File: src/rtl/bus_reg_pkg.sv
// ---------------------------------------------------------------------------
// bus_reg_pkg
// Shared definitions for the lightweight-bridge register slave:
//   - state_t       : transaction sequencer states
//   - ADDR_*        : word offsets (byte address [9:2]) of the fixed registers
//   - CTRL_BASE     : first control word, STS_BASE : first status word
//   - merge_bytes() : lane-wise merge of a write into an existing word
// ---------------------------------------------------------------------------
package bus_reg_pkg;

    typedef enum logic [1:0] {
        ST_IDLE = 2'd0,
        ST_WAIT = 2'd1,
        ST_ACK  = 2'd2,
        ST_HOLD = 2'd3
    } state_t;

    localparam logic [7:0] ADDR_ID         = 8'h00;
    localparam logic [7:0] ADDR_SCRATCH    = 8'h01;
    localparam logic [7:0] ADDR_IRQ_STATUS = 8'h02;
    localparam logic [7:0] ADDR_IRQ_ENABLE = 8'h03;
    localparam logic [7:0] CTRL_BASE       = 8'h08;
    localparam logic [7:0] STS_BASE        = 8'h40;

    // Byte lanes with be[b]=1 take the new data, the rest keep the old word.
    function automatic logic [31:0] merge_bytes(
        input logic [31:0] old_word,
        input logic [31:0] new_word,
        input logic [3:0]  be
    );
        logic [31:0] result;
        for (int b = 0; b < 4; b++) begin
            result[8*b +: 8] = be[b] ? new_word[8*b +: 8] : old_word[8*b +: 8];
        end
        return result;
    endfunction

endpackage

File: src/rtl/irq_latch.sv
// ---------------------------------------------------------------------------
// irq_latch
// Edge-latched interrupt status with write-1-to-clear and an enable mask.
//   clk, reset   : clock, synchronous active-high reset
//   src          : interrupt sources, a rising edge sets the status bit
//   clr_valid    : apply clr_mask this cycle (W1C write to IRQ_STATUS)
//   clr_mask     : bits to clear
//   en_wr        : load enable with en_data this cycle
//   en_data      : new enable mask (already lane-merged by the caller)
//   status       : latched status bits
//   enable       : enable mask
//   irq          : registered |(status & enable)
// ---------------------------------------------------------------------------
module irq_latch #(
    parameter int NUM_IRQ = 8
) (
    input  logic               clk,
    input  logic               reset,
    input  logic [NUM_IRQ-1:0] src,
    input  logic               clr_valid,
    input  logic [NUM_IRQ-1:0] clr_mask,
    input  logic               en_wr,
    input  logic [NUM_IRQ-1:0] en_data,
    output logic [NUM_IRQ-1:0] status,
    output logic [NUM_IRQ-1:0] enable,
    output logic               irq
);

    logic [NUM_IRQ-1:0] src_q;
    logic [NUM_IRQ-1:0] rise;
    logic [NUM_IRQ-1:0] clr;

    assign rise = src & ~src_q;
    assign clr  = clr_valid ? clr_mask : '0;

    always_ff @(posedge clk) begin
        if (reset) begin
            src_q  <= '0;
            status <= '0;
            enable <= '0;
            irq    <= 1'b0;
        end else begin
            src_q  <= src;
            // The set term is OR-ed after the clear so a new edge wins
            // over a simultaneous W1C on the same bit.
            status <= (status & ~clr) | rise;
            if (en_wr) begin
                enable <= en_data;
            end
            irq    <= |(status & enable);
        end
    end

endmodule

File: src/rtl/bus_reg_ctrl.sv
// ---------------------------------------------------------------------------
// bus_reg_ctrl
// Fabric-side slave for the HPS lightweight bridge conduits. Each bridge
// transaction is captured, waited out for ACK_DELAY cycles, completed with a
// one-cycle acknowledge, and followed by one dead cycle.
//
// Ports:
//   clk, reset       : clock, synchronous active-high reset
//   bus_address      : byte address, word index is [9:2]
//   bus_enable       : request, held by the master until acknowledged
//   bus_byte_enable  : write lane enables
//   bus_rw           : 1 = read, 0 = write
//   bus_write_data   : write data
//   bus_read_data    : read data, valid with acknowledge and held after it
//   bus_acknowledge  : one-cycle completion
//   bus_irq          : level interrupt
//   ctrl_regs        : control words, word 0 at the LSBs
//   ctrl_wr_strobe   : one-cycle pulse per written control word
//   sts_regs         : status words from the fabric
//   irq_src          : rising-edge interrupt sources
//   fsm_state        : current sequencer state (observation only)
//
// Handshake: the master raises bus_enable with address/rw/data/lanes stable.
// The request is captured on the first IDLE cycle that sees bus_enable=1;
// after that bus_enable is not looked at until the sequencer returns to IDLE,
// so dropping it early does not abort anything. bus_acknowledge is high for
// exactly one cycle (ACK) and the following HOLD cycle ignores bus_enable so
// the master has time to drop it.
// ---------------------------------------------------------------------------
module bus_reg_ctrl
    import bus_reg_pkg::*;
#(
    parameter int          NUM_CTRL  = 8,
    parameter int          NUM_STS   = 8,
    parameter int          NUM_IRQ   = 8,
    parameter int          ACK_DELAY = 1,
    parameter logic [31:0] ID_VALUE  = 32'h534B5931
) (
    input  logic                    clk,
    input  logic                    reset,
    input  logic [9:0]              bus_address,
    input  logic                    bus_enable,
    input  logic [3:0]              bus_byte_enable,
    input  logic                    bus_rw,
    input  logic [31:0]             bus_write_data,
    output logic [31:0]             bus_read_data,
    output logic                    bus_acknowledge,
    output logic                    bus_irq,
    output logic [32*NUM_CTRL-1:0]  ctrl_regs,
    output logic [NUM_CTRL-1:0]     ctrl_wr_strobe,
    input  logic [32*NUM_STS-1:0]   sts_regs,
    input  logic [NUM_IRQ-1:0]      irq_src,
    output state_t                  fsm_state
);

    // ---------------------------------------------------------------
    // Parameter range checks
    // ---------------------------------------------------------------
    if (NUM_CTRL < 1 || NUM_CTRL > 56) begin : g_bad_num_ctrl
        $error("bus_reg_ctrl: NUM_CTRL must be 1..56");
    end
    if (NUM_STS < 1 || NUM_STS > 56) begin : g_bad_num_sts
        $error("bus_reg_ctrl: NUM_STS must be 1..56");
    end
    if (NUM_IRQ < 1 || NUM_IRQ > 32) begin : g_bad_num_irq
        $error("bus_reg_ctrl: NUM_IRQ must be 1..32");
    end
    if (ACK_DELAY < 0 || ACK_DELAY > 7) begin : g_bad_ack_delay
        $error("bus_reg_ctrl: ACK_DELAY must be 0..7");
    end

    localparam logic [2:0] ACK_CNT = 3'(ACK_DELAY);

    // ---------------------------------------------------------------
    // Sequencer
    // ---------------------------------------------------------------
    state_t      state, state_nxt;
    logic [2:0]  cnt, cnt_nxt;

    // Captured request
    logic [7:0]  word_q;
    logic        rw_q;
    logic [3:0]  be_q;
    logic [31:0] wdata_q;

    // The two address LSBs select a byte within a word and carry no meaning.
    logic        unused_addr_lsbs;
    assign unused_addr_lsbs = &{1'b0, bus_address[1:0]};

    always_ff @(posedge clk) begin
        if (reset) begin
            state   <= ST_IDLE;
            cnt     <= '0;
            word_q  <= '0;
            rw_q    <= 1'b0;
            be_q    <= '0;
            wdata_q <= '0;
        end else begin
            state <= state_nxt;
            cnt   <= cnt_nxt;
            if (state == ST_IDLE && bus_enable) begin
                word_q  <= bus_address[9:2];
                rw_q    <= bus_rw;
                be_q    <= bus_byte_enable;
                wdata_q <= bus_write_data;
            end
        end
    end

    always_comb begin
        state_nxt = state;
        cnt_nxt   = cnt;
        case (state)
            ST_IDLE: begin
                if (bus_enable) begin
                    state_nxt = ST_WAIT;
                    cnt_nxt   = ACK_CNT;
                end
            end
            ST_WAIT: begin
                if (cnt == 3'd0) begin
                    state_nxt = ST_ACK;
                end else begin
                    cnt_nxt = cnt - 3'd1;
                end
            end
            ST_ACK:  state_nxt = ST_HOLD;
            ST_HOLD: state_nxt = ST_IDLE;
            default: state_nxt = ST_IDLE;
        endcase
    end

    assign fsm_state       = state;
    assign bus_acknowledge = (state == ST_ACK);

    logic wr_commit;
    logic rd_commit;
    assign wr_commit = (state == ST_ACK) && !rw_q;
    assign rd_commit = (state == ST_ACK) &&  rw_q;

    // ---------------------------------------------------------------
    // Register bank
    // ---------------------------------------------------------------
    logic [31:0]        ctrl_q [NUM_CTRL];
    logic [31:0]        scratch_q;
    logic [NUM_IRQ-1:0] irq_status;
    logic [NUM_IRQ-1:0] irq_enable;

    always_ff @(posedge clk) begin
        if (reset) begin
            scratch_q <= '0;
            for (int i = 0; i < NUM_CTRL; i++) begin
                ctrl_q[i] <= '0;
            end
        end else if (wr_commit) begin
            if (word_q == ADDR_SCRATCH) begin
                scratch_q <= merge_bytes(scratch_q, wdata_q, be_q);
            end
            for (int i = 0; i < NUM_CTRL; i++) begin
                if (word_q == 8'(CTRL_BASE + i)) begin
                    ctrl_q[i] <= merge_bytes(ctrl_q[i], wdata_q, be_q);
                end
            end
        end
    end

    always_comb begin
        ctrl_regs      = '0;
        ctrl_wr_strobe = '0;
        for (int i = 0; i < NUM_CTRL; i++) begin
            ctrl_regs[32*i +: 32] = ctrl_q[i];
            // Strobe fires on any write to the word, lanes notwithstanding.
            ctrl_wr_strobe[i]     = wr_commit && (word_q == 8'(CTRL_BASE + i));
        end
    end

    // ---------------------------------------------------------------
    // Interrupts
    // ---------------------------------------------------------------
    logic               irq_clr_valid;
    logic               irq_en_wr;
    logic [NUM_IRQ-1:0] irq_clr_mask;
    logic [NUM_IRQ-1:0] irq_en_data;

    assign irq_clr_valid = wr_commit && (word_q == ADDR_IRQ_STATUS);
    assign irq_en_wr     = wr_commit && (word_q == ADDR_IRQ_ENABLE);

    always_comb begin
        irq_clr_mask = '0;
        irq_en_data  = '0;
        for (int i = 0; i < NUM_IRQ; i++) begin
            irq_clr_mask[i] = wdata_q[i] & be_q[i/8];
            irq_en_data[i]  = be_q[i/8] ? wdata_q[i] : irq_enable[i];
        end
    end

    irq_latch #(
        .NUM_IRQ (NUM_IRQ)
    ) u_irq_latch (
        .clk       (clk),
        .reset     (reset),
        .src       (irq_src),
        .clr_valid (irq_clr_valid),
        .clr_mask  (irq_clr_mask),
        .en_wr     (irq_en_wr),
        .en_data   (irq_en_data),
        .status    (irq_status),
        .enable    (irq_enable),
        .irq       (bus_irq)
    );

    // ---------------------------------------------------------------
    // Read path: live mux during ACK (so status is sampled that cycle),
    // then the registered copy is shown until the next read ACK.
    // ---------------------------------------------------------------
    logic [31:0] rd_mux;
    logic [31:0] rd_hold;

    always_comb begin
        rd_mux = '0;
        if (word_q == ADDR_ID) begin
            rd_mux = ID_VALUE;
        end else if (word_q == ADDR_SCRATCH) begin
            rd_mux = scratch_q;
        end else if (word_q == ADDR_IRQ_STATUS) begin
            rd_mux[NUM_IRQ-1:0] = irq_status;
        end else if (word_q == ADDR_IRQ_ENABLE) begin
            rd_mux[NUM_IRQ-1:0] = irq_enable;
        end
        for (int i = 0; i < NUM_CTRL; i++) begin
            if (word_q == 8'(CTRL_BASE + i)) begin
                rd_mux = ctrl_q[i];
            end
        end
        for (int i = 0; i < NUM_STS; i++) begin
            if (word_q == 8'(STS_BASE + i)) begin
                rd_mux = sts_regs[32*i +: 32];
            end
        end
    end

    always_ff @(posedge clk) begin
        if (reset) begin
            rd_hold <= '0;
        end else if (rd_commit) begin
            rd_hold <= rd_mux;
        end
    end

    assign bus_read_data = rd_commit ? rd_mux : rd_hold;

endmodule
File: config.mk
export PLATFORM = sky130hd
export DESIGN_NAME = bus_reg_ctrl
export DESIGN_NICKNAME = d
export VERILOG_FILES = /design/src/rtl/bus_reg_pkg.sv /design/src/rtl/irq_latch.sv /design/src/rtl/bus_reg_ctrl.sv
export SDC_FILE = /design/constraint.sdc
export NUM_CORES = 1
export LEC_CHECK = 0
export BUFFER_PORTS_ARGS = -buffer_cell sky130_fd_sc_hd__buf_2
export CAP_MARGIN = 20
export CELL_PAD_IN_SITES_DETAIL_PLACEMENT = 1
export CELL_PAD_IN_SITES_GLOBAL_PLACEMENT = 2
export CORE_MARGIN = 4
export CORE_UTILIZATION = 34
export DETAILED_ROUTE_END_ITERATION = 8
export GPL_TIMING_DRIVEN = 0
export PLACE_DENSITY = 0.84
export RECOVER_POWER = 100
export SYNTH_ARGS = -nofsm -noshare
export SYNTH_HDL_FRONTEND = slang
export SYNTH_HIERARCHICAL = 1
export SYNTH_SLANG_ARGS = --single-unit
File: constraint.sdc
create_clock -name clk -period 6.4 [get_ports clk]
set_clock_uncertainty 0.1 [all_clocks]
set_input_delay 0.64 -clock clk [delete_from_list [all_inputs] [get_ports clk]]
set_output_delay 0.64 -clock clk [all_outputs]
set_load 0.01 [all_outputs]
# Word-level counts from Yosys, hierarchy flattened

Memories as Yosys holds them, arrays and structs flattened.
Cells that the tools add are included.

Add/subtract/negate cells: 1
Multiply operators: 0
Div/mod/pow operators: 0
$lt $le $gt $ge: 0
Equal/unequal tests: 25
Shifts and indexed selects: 0
Mux-type cells: 103
Bitwise logic cells: 22
Reduce and logical (&&, ||, !) cells: 26

Operator list:

| kind                                                            | number |
|---|---|
| 32-bit two-way mux                                              | 26 |
| 8-bit two-way mux                                               | 36 |
| 8-bit by 4-bit == test with 1-bit output, second input constant | 8 |
| 8-bit by 7-bit == test with 1-bit output, second input constant | 8 |
| 1-bit two-way mux                                               | 34 |
| 8-bit AND                                                       | 3 |
| 24-bit two-way mux                                              | 1 |
| 8-bit by 2-bit == test with 1-bit output, second input constant | 2 |
| 8-bit inverter                                                  | 2 |
| 3-bit AND reduction                                             | 5 |
| 1-bit logical AND                                               | 13 |
| 1-bit AND                                                       | 8 |
| 8-bit by 1-bit == test with 1-bit output, second input constant | 1 |
| 8-bit zero test                                                 | 1 |
| 1-bit OR                                                        | 8 |
| 8-bit OR                                                        | 1 |
| 2-bit case mux with 4 select lines                              | 1 |
| 8-bit OR reduction                                              | 1 |
| 3-bit two-way mux                                               | 2 |
| 2-bit != test, second input constant                            | 3 |
| 3-bit case mux with 2 select lines                              | 1 |
| 2-bit == test, second input constant                            | 2 |
| 2-bit two-way mux                                               | 2 |
| 2-bit AND reduction                                             | 2 |
| other kinds (6)                                                 | 6 |

Bits in registers: 139
Latch bits: 0
Bits in writable memories: 256
Bits in read-only memories: 0
Input port bits: 314
Output and inout bits: 300
Memories: 1

Memories:

| memory | words | bits a word | rd ports | clocked after memory_dff | write ports | line                | RTL |
|---|---|---|---|---|---|---|---|
| ctrl_q | 8     | 32          | 8        | 0                        | 8           | bus_reg_ctrl.sv:144 | `logic [31:0] ctrl_q [NUM_CTRL];` |

# Longest topological paths before layout

Word-level depth: 22
Depth in mapped cells: 11

# By module

Netlist, hierarchy kept.

Modules (own cells, without submodules):

| module       | times used | cells each | area an instance (um^2) | sequential area each (um^2) |
|---|---|---|---|---|
| bus_reg_ctrl | 1          | 2081       | 19877.8                 | 9969.6 |
| irq_latch    | 1          | 82         | 940.9                   | 500.5 |

# Worst setup path before layout

OpenSTA, ideal clock, no wires.

Kind: reg2out
Start: register word_q[5]
End: output port bus_read_data[16]
Data arrival time: 2301 ps
Path slack: 3359 ps
Stages on the path, launching flop included: 10
Path buffers: 3
Cells stage by stage: dfxtp_1 -> buf_2 -> or4b_1 -> buf_4 -> buf_6 -> or4_4 -> a22oi_2 -> a221oi_1 -> o21a_1 -> o31ai_2

Longest elaborated chain between the ends: 20

RTL lines:

| element                                  | line                | RTL |
|---|---|---|
| start: declaration                       | bus_reg_ctrl.sv:81  | `logic [7:0] word_q;` |
| start signal: assignment                 | bus_reg_ctrl.sv:102 | `word_q <= bus_address[9:2];` |
| 8-bit by 1-bit == test with 1-bit output | bus_reg_ctrl.sv:223 | `end else if (word_q == ADDR_SCRATCH) begin` |
| 24-bit two-way mux                       | bus_reg_ctrl.sv:223 |  |
| 32-bit two-way mux                       | bus_reg_ctrl.sv:221 | `if (word_q == ADDR_ID) begin` |
| 32-bit two-way mux (8 in series)         | bus_reg_ctrl.sv:231 | `if (word_q == 8'(CTRL_BASE + i)) begin` |
| 32-bit two-way mux (7 in series)         | bus_reg_ctrl.sv:236 | `if (word_q == 8'(STS_BASE + i)) begin` |
| 32-bit two-way mux (*)                   | bus_reg_ctrl.sv:236 |  |
| 32-bit two-way mux (*)                   | --                  |  |
| end: declaration                         | bus_reg_ctrl.sv:46  | `output logic [31:0] bus_read_data,` |

Every way passes the cells marked *; elsewhere a longest branch is shown, timed or not.

# Worst setup path in the final report

Start: register word_q[0]
End: output port bus_read_data[7]

Longest elaborated chain between the ends: 22

RTL lines:

| element                                  | line                | RTL |
|---|---|---|
| 8-bit by 2-bit == test with 1-bit output | bus_reg_ctrl.sv:227 | `end else if (word_q == ADDR_IRQ_ENABLE) begin` |
| 8-bit two-way mux                        | bus_reg_ctrl.sv:227 |  |
| 8-bit two-way mux                        | bus_reg_ctrl.sv:225 | `end else if (word_q == ADDR_IRQ_STATUS) begin` |
| 8-bit two-way mux                        | bus_reg_ctrl.sv:223 |  |
| 32-bit two-way mux                       | bus_reg_ctrl.sv:221 |  |
| 32-bit two-way mux (8 in series)         | bus_reg_ctrl.sv:231 |  |
| 32-bit two-way mux (7 in series)         | bus_reg_ctrl.sv:236 |  |
| 32-bit two-way mux (*)                   | bus_reg_ctrl.sv:236 |  |
| 32-bit two-way mux (*)                   | --                  |  |

Marks and branches as above.

==> qor.yml <==
routing:
  dr.pass1.iters: 6
  route.detailed.drc: 0
  antenna_left: 0
  avgViaCountPerCell: 6.62
  via_count: 24300
  drt_iter0_markers: 3721
  finalWirelength_mm: 159
  routedWlPerCell_um: 43.4
clock_network:
  post_cts_buffers: 0
  cts_resized: 0
  cts_tree: "yes"
  path_clk_slew_ns: 0.06
  cts_buffers: 47
  ctsHoldBuffers: 0
  htreeDepth: 2
  cts.sinks: 395
  clk_latency_ns: 0.62
  cts_buffer_depth: 3
  clockRootBuffer: "clkbuf_16"
critical_path:
  r2r_slack_ns: 0.72
  cp_num_cells: 10
  crit_family: "buffers and inverters"
  crit_chain: "buf_4 -> buf_2 -> clkbuf_1 -> clkbuf_1 -> buf_2 -> o22ai_1 -> o21ai_0 -> a31oi_1 -> nor2_1 -> clkbuf_2"
  cp-end-kind: "output port"
  path_buf_inv: 6
  r2r-end: "ctrl_q[1][88]"
  worstReg2RegStart: "word_q[5]"
  crit_slowest_cell: "clkbuf_1"
  cp_data_arrival_time_ns: 5.88
  ff2ff_path_depth: 7
  cp.required_ns: 5.66
  start_kind: "flip-flop"
  worstSetupPathType: "reg2out"
  startpoint: "word_q[0]"
  critPathMaxFanout: 10
  timing.critical_path.to: "bus_read_data[7]"
  max_stage_delay_ns: 1.10
sta:
  rsz0062_at_grt: "false"
  finalCriticalPeriod_ns: 6.62
  timing.setup.tns_ns: -0.411
  slew_headroom: -0.112
  timing.final.ws_setup_ns: -0.217
  setup_viol_count_final: 3
  hold_viol: 0
  worst_pin_slew_ns: 1.67
  fin_crit_sh: 1.03
  fmax_ghz: 0.151
  slew_violations: 24
synth:
  ys_top_cells_by_count: "nor2_1, edfxtp_1, nand2_1"
  synthTopCellsByArea: "edfxtp_1, dfxtp_1, nor2_1"
  postSynth.asyncResetShare: 0
  synth_top_cell_by_area: "edfxtp_1"
  yosys.area.top_type_share: 0.369
  synth_area_um2: 20800
  syn_nets: 2483
  seq_area_frac_synth: 0.503
  ys_warn_count: 6
  yosysMostFrequentCell: "nor2_1"
  netlist_instances: 2163
  yosysUniqueCellTypes: 89
  ys_ff_latch: 395
  synth_edf_count: 256
  ys.flop_type: "edfxtp_1"
  synth_area_per_cell_um2: 9.62
floorplan:
  start_util: 0.344
  die_y_um: 255
  die_width_um: 255
  io_pins: 614
  num_rows: 90
  core_um2: 60500
  fp.dieArea_um2: 65300
placed_design:
  dp_slack_ns: 0.939
  globalplace.congestion: 1.05
  dpl.hpwl_mm: 124
  io_buffers: 611
worst_hold_path:
  hp-class: "in2reg"
final_layout:
  fin_util: 0.435
  layout.nets: 3169
  drive_gt1_frac: 0.190
  syn_to_final_growth_pct: 26.3
global_routing:
  grt_max_degree: 15
  first_global_vias: 23700
  antenna_found_initial: 8
  grt_first_pass_wirelength_mm: 209
  grt-ovfl-total: 0
  grt_usage: 0.464
run_status:
  violations: "max-capacitance violations, max-slew violations, negative setup slack"
  outcome: "complete, but fails checks"
power:
  p_per_area_nw_per_um2: 339
  p_leak_nw: 9.63
  max-vdd-ir-drop_uv: 196
job:
  drv_cap: 2
## layout make-up
cell class / count / area [µm²]
Clock buffer: 62 / 1290
Clock inverter: 24 / 308
Fill cell: 7316 / 34200
Inverter: 62 / 233
Sequential cell: 395 / 10500
Antenna cell: 6 / 15.0
Timing Repair Buffer: 637 / 2940
Tap cell: 782 / 978
Multi-Input combinational cell: 1531 / 9300
Buffer: 175 / 758
## how the worst min path moves through the flow
stage	endpoint	slack, ns	startpoint	cells past startpoint
floorplan	scratch_q[11]	0.33	scratch_q[11]	2
finish	wdata_q[18]	0.16	bus_write_data[18]	3
CTS	wdata_q[18]	0.15	bus_write_data[18]	3
global placement	scratch_q[25]	0.34	scratch_q[25]	2
detailed placement	scratch_q[14]	0.35	scratch_q[14]	2
global route	wdata_q[20]	0.18	bus_write_data[20]	3
## metrics by stage
step                      cell area (µm²)  power, mW  hold WS, ns  cells
final                               26300       8.91        0.160   3674
after global routing                26300       8.96        0.175   3668
after CTS                           26700       8.71        0.146   3660
after detailed placement            25100       5.90        0.349   3574
after global placement              24900       5.82        0.343   3556
after floorplan                     20800       4.29        0.332   2163
## power by group
part | internal, mW | switching, mW
Clock | 1.64 | 1.22
Sequential | 2.88 | 0.219
Combinational | 0.725 | 2.23
Total | 5.25 | 3.67
## worst register-to-register path: stages (launching register included)
cell	delay [ns]
dfxtp_1	0.30
clkbuf_1	0.26
nor4b_2	1.10
nand2_1	0.81
clkbuf_1	0.62
nor3_1	0.89
clkbuf_1	0.57
a21o_1	0.64
## per-layer routing
metal / track usage / part of all wire / vias to the layer above / routed length [µm]
li1: - / - / 9337 / -
met1: 0.580 / 0.37 / 12200 / 58500
met2: 0.698 / 0.42 / 2177 / 67600
met3: 0.162 / 0.13 / 559 / 21100
met4: 0.270 / 0.076 / 8 / 12100
met5: 0 / 0.00033 / - / 52
## cell usage in the layout (no fill, tap or decap), drive strengths merged, types with 36 or more instances in the layout
cell type	count
nor2b	36
o21ai	94
inv	61
mux2	40
a21oi	179
clkbuf	488
nand2	244
mux2i	54
nand2b	58
dfxtp	139
nor3	46
buf	386
nor2	297
edfxtp	256
nand3	37
## flip-flops by register name, summed over array words and instances, names as in the netlist
register	cells
ctrl_q	256
rd_hold	32
scratch_q	32
wdata_q	32
u_irq_latch/enable	8
u_irq_latch/src_q	8
u_irq_latch/status	8
word_q	8
be_q	4
cnt	3
fsm_state	2
rw_q	1
u_irq_latch/irq	1
## cells by family (layout without fill, tap and decap cells)
logic type | count (synthesis) | count (layout) | share of synthesized area
flip-flops | 395 | 395 | 0.503
multiplexers | 111 | 111 | 0.0660
buffers and inverters | 237 | 960 | 0.0495
AO/OA/AOI/OAI | 621 | 621 | 0.202
adder cells (fa/ha/maj) | 6 | 6 | 0.00361
AND/OR/NAND/NOR | 793 | 793 | 0.176
other | 0 | 6 | 0
(Power assumes the default switching activity.)
